<file path="src/rtl/fifo_uart_tx.sv">
// Drains a normal-mode FIFO one byte at a time and sends each byte as 8N1 UART, LSB first.
// Flags the end of each CR LF terminated frame and keeps a running count of bytes sent.
module fifo_uart_tx #(
    parameter int CLK_FREQ = 50_000_000,
    parameter int BAUD     = 115200
) (
    input  logic        clk,
    input  logic        reset,
    input  logic        enable,
    input  logic        empty,
    input  logic [7:0]  q,
    output logic        rdreq,
    output logic        tx,
    output logic        busy,
    output logic        frame_done,
    output logic [15:0] byte_cnt
);
    localparam int BAUD_DIV = CLK_FREQ / BAUD;
    localparam int TW       = (BAUD_DIV > 1) ? $clog2(BAUD_DIV) : 1;

    typedef enum logic [2:0] {IDLE, READ, LATCH, START, DATA, STOP} state_t;

    state_t        state;
    logic [TW-1:0] timer;
    logic [2:0]    bit_idx;
    logic [7:0]    shift;
    logic [7:0]    cur_byte;
    logic [7:0]    prev_byte;
    logic          bit_end;

    assign bit_end = (timer == TW'(BAUD_DIV - 1));

    always_ff @(posedge clk or posedge reset) begin
        if (reset) begin
            state      <= IDLE;
            timer      <= '0;
            bit_idx    <= '0;
            shift      <= '0;
            cur_byte   <= '0;
            prev_byte  <= '0;
            rdreq      <= 1'b0;
            tx         <= 1'b1;
            busy       <= 1'b0;
            frame_done <= 1'b0;
            byte_cnt   <= '0;
        end else begin
            rdreq      <= 1'b0;
            frame_done <= 1'b0;
            case (state)
                IDLE: begin
                    tx <= 1'b1;
                    if (enable && !empty) begin
                        state <= READ;
                        rdreq <= 1'b1;
                        busy  <= 1'b1;
                    end
                end
                READ: state <= LATCH;
                // q is valid now, one cycle after the read request
                LATCH: begin
                    shift    <= q;
                    cur_byte <= q;
                    timer    <= '0;
                    tx       <= 1'b0;
                    state    <= START;
                end
                START: begin
                    if (bit_end) begin
                        timer   <= '0;
                        bit_idx <= '0;
                        tx      <= shift[0];
                        state   <= DATA;
                    end else begin
                        timer <= timer + 1'b1;
                    end
                end
                DATA: begin
                    if (bit_end) begin
                        timer <= '0;
                        if (bit_idx == 3'd7) begin
                            tx    <= 1'b1;
                            state <= STOP;
                        end else begin
                            bit_idx <= bit_idx + 1'b1;
                            shift   <= {1'b0, shift[7:1]};
                            tx      <= shift[1];
                        end
                    end else begin
                        timer <= timer + 1'b1;
                    end
                end
                STOP: begin
                    if (bit_end) begin
                        timer      <= '0;
                        state      <= IDLE;
                        busy       <= 1'b0;
                        byte_cnt   <= byte_cnt + 1'b1;
                        prev_byte  <= cur_byte;
                        frame_done <= (cur_byte == 8'h0A) && (prev_byte == 8'h0D);
                    end else begin
                        timer <= timer + 1'b1;
                    end
                end
                default: begin
                    state <= IDLE;
                    busy  <= 1'b0;
                    tx    <= 1'b1;
                end
            endcase
        end
    end
endmodule

</file>
<file path="config.mk">
export PLATFORM = sky130hd
export DESIGN_NAME = fifo_uart_tx
export DESIGN_NICKNAME = d
export VERILOG_FILES = /design/src/rtl/fifo_uart_tx.sv
export SDC_FILE = /design/constraint.sdc
export NUM_CORES = 1
export LEC_CHECK = 0
export ABC_CLOCK_PERIOD_IN_PS = 5200
export CAP_MARGIN = 20
export CORE_MARGIN = 2
export CORE_UTILIZATION = 55
export DETAILED_ROUTE_END_ITERATION = 16
export PLACE_DENSITY = 0.83
export SLEW_MARGIN = 20
export SYNTH_ARGS = -nofsm -noshare
export SYNTH_HDL_FRONTEND = slang
export SYNTH_SLANG_ARGS = --single-unit
</file>
<file path="constraint.sdc">
create_clock -name clk -period 5.2 [get_ports clk]
set_input_delay 0.52 -clock clk [delete_from_list [all_inputs] [get_ports clk]]
set_output_delay 0.52 -clock clk [all_outputs]
set_load 0.01 [all_outputs]
</file>
==> metrics.md <==
| Metric | Value |
|---|---|
| Status | `complete, no violations` |
| Final setup margin | `2910 ps` |
| Avg WL per Cell | `16.1 µm` |
| CTS tree | `built` |
| Clock power frac | `42.6%` |
| Die height | `around 80 µm` |
| ANT cells | `0` |
| CP endpoint kind | `register` |
| Combinational share of power | `3.6%` |
| CTS Sinks | `59` |
| Synth Register Bits | `59` |
| Largest net degree at the start of global routing | `60` |
| Most frequent cells in the layout | `dfrtp_1, clkdlybuf4s50_1, mux2_2` |
| Die width | `78.6 µm` |
| Leakage | `around 1.7 nW` |
| CTS clk-pin slew, worst paths | `60 ps` |
| TritonCTS buffer count | `9` |
| Power, Total | `approximately 0.87 mW` |
| Netlist cell types | `54` |
| Placed Instances | `around 340` |
| Via count | `about 2.0k` |
| Final worst-path cycle share | `a little over two fifths` |
| Setup violations, final | `0` |
| Max cap viols | `0` |
| Seq/Total Area, Yosys | `48.3%` |
| Fill count | `427` |
| DP Area | `3410 µm²` |
| Post-DRT Antenna Nets | `0` |
| Max FO, Critical Path | `13` |
| Net Switching | `0.184 mW` |
| Dpl ws | `2910 ps` |
| Hold Path Class | `reg -> reg` |
| GRT Total Usage | `21.0%` |
| Final hold slack | `464 ps` |
| Mapped Avg Cell Area | `12.7 µm²` |
| Synth top area share | `47.5%` |
| Pins Over Slew Limit | `0` |
| Area grow syn2layout | `17.5%` |
| Final Util | `around 66%` |
| Top FF cell, synth | `dfrtp_1` |
| Slew HR | `36.5%` |
| Measured slew at the worst slew-check pin | `949 ps` |
| First-pass GRT wire length | `between 10,000 and 15,000 µm` |
| Commonest non-fill, non-tap cell in the layout | `dfrtp_1` |
| Synth top area cells | `dfrtp_1, mux2_2, xor2_1` |
| Switching Fraction | `21.0%` |
| Setup bufs post-CTS | `0` |
| PostCTS Resize Cnt | `0` |
| Clock buffer depth | `2` |
| Vias in the first global route | `2,110` |
| RSZ-0062 raised after global routing | `no` |
| DR vias/cell | `between 5 and 6` |
| Initial Utilization | `a little under three fifths` |
| Rows | `27` |
| Fraction of layout cells with a size suffix above 1 | `between 20% and 30%` |
| Internal | `around 0.7 mW` |
| Layout Cells excl Fill | `roughly 350` |
| Hold_buf cts | `0` |
| Synth async-reset ratio | `100%` |
| CP Launch Type | `register` |
| Total negative slack | `0 ps` |
| Core Region | `between 5000 and 6000 µm²` |
| Peak VDD IR | `roughly 240 µV` |
| Seq pwr share | `53.8%` |
| Post-layout net count | `293` |
| Mapped Nets | `257` |
| Yosys warnings | `0` |
| Clk_skew | `9.41 ps` |
| Die area | `6170 µm²` |
| Final Hold Fails | `0` |
| Initial drt markers | `~150` |
| WS Path Type | `reg -> reg` |
| Finished Cell Area | `3590 µm²` |
| GRT overflow | `0` |
| Critical path arrival | `2500 ps` |
| FMAX | `~440 MHz` |
| Final worst path period need | `~2300 ps` |
| Req. time, crit path | `5420 ps` |
| Clk_lat worst skew | `330 ps` |
| Clock root buffer | `clkbuf_8` |
| RePlAce Congestion | `between 0.8 and 0.9` |
| Yosys top cell by area | `dfrtp_1` |
| H-tree levels | `3` |
| Drt pass-1 iters | `4` |
| Post-Syn Area | `about 3100 µm²` |
| I/O Buffers | `31` |
| Post-Route WL | `between 5000 and 6000 µm` |
| DPL Wire Length | `4090 µm` |
| Mapped Cells | `240` |
| Num ports | `32` |
| DRC viols | `0` |
| Post-synth EDFFs | `0` |
| Initial antenna violation count | `0` |
| PD cells | `243 nW/µm²` |
==> cells by family after synthesis <==
| group | Yosys count | synth area share (%) |
|---|---|---|
| xor+xnor | 17 | 4.87 |
| mux | 34 | 13.3 |
| fa+ha+maj | 5 | 2.05 |
| compound gates | 38 | 8.97 |
| simple gates | 75 | 20.1 |
| buf+inv | 12 | 2.29 |
| flops | 59 | 48.3 |
==> cells in the mapped netlist (all sizes together), types with 2 or more instances <==
| cell | instances |
|---|---|
| dfrtp | 58 |
| a31oi | 6 |
| nand2b | 3 |
| ha | 5 |
| nand4 | 8 |
| buf | 7 |
| nor2 | 8 |
| nor4b | 2 |
| and4 | 3 |
| nand3b | 2 |
| nand2 | 14 |
| xnor2 | 4 |
| nand3 | 7 |
| a22o | 7 |
| a41oi | 2 |
| o22ai | 3 |
| mux2 | 33 |
| inv | 5 |
| nor3 | 11 |
| a21oi | 9 |
| nor4 | 6 |
| nor2b | 2 |
| o21ai | 6 |
| and4b | 2 |
| xor2 | 13 |
==> critical path, stage by stage (launching register included) <==
cell and delay (ps):
dfrtp_1 510, nand2b_4 240, nor2_1 740, mux2_2 410, mux2_4 270
==> final cells by class <==
class                      instances  area, µm²  share of cell area [%]
sequential                        59       1480                    41.1
inverter                           5       18.8                   0.522
clock buffer                      13        169                    4.70
timing repair buffer              32        318                    8.85
multi-input combinational        169       1510                    42.0
clock inverter                     2       10.0                   0.279
tap                               72       90.1                    2.51
==> state kept, by name, indices dropped and copies added (netlist names) <==
name and flops:
bit_idx 3, busy 1, byte_cnt 16, cur_byte 8, frame_done 1, prev_byte 8
rdreq 1, shift 8, state 3, timer 9, tx 1
==> layer usage <==
| metal | GRT usage, % | vias to the layer above | part of all wire, % |
|---|---|---|---|
| li1 | - | 971 | - |
| met4 | 11.1 | 0 | 1.8 |
| met1 | 25.4 | 1022 | 43 |
| met5 | 0 | - | 0 |
| met2 | 35.5 | 42 | 52 |
| met3 | 4.25 | 11 | 3.6 |
==> power by group through the flow <==
stage               sequential, mW  clock, mW  combinational, mW
detailed placement           0.478          0             0.0320
floorplan                    0.477          0             0.0177
global placement             0.478          0             0.0311
global route                 0.471      0.404             0.0348
CTS                          0.470      0.385             0.0322
finish                       0.470      0.373             0.0310
==> final timing paths <==
path	start	to	slack, ps	cells after the start
setup / recovery	state[1]	shift[6]	2910	4
hold / removal	byte_cnt[15]	byte_cnt[15]	460	1
setup reg to reg	state[1]	shift[6]	2910	4
hold reg to reg	byte_cnt[15]	byte_cnt[15]	460	1
max in group asynchronous	reset	bit_idx[1]	3990	3
min in group asynchronous	reset	prev_byte[5]	720	3
No activity file was read; power rests on OpenSTA's default activity.
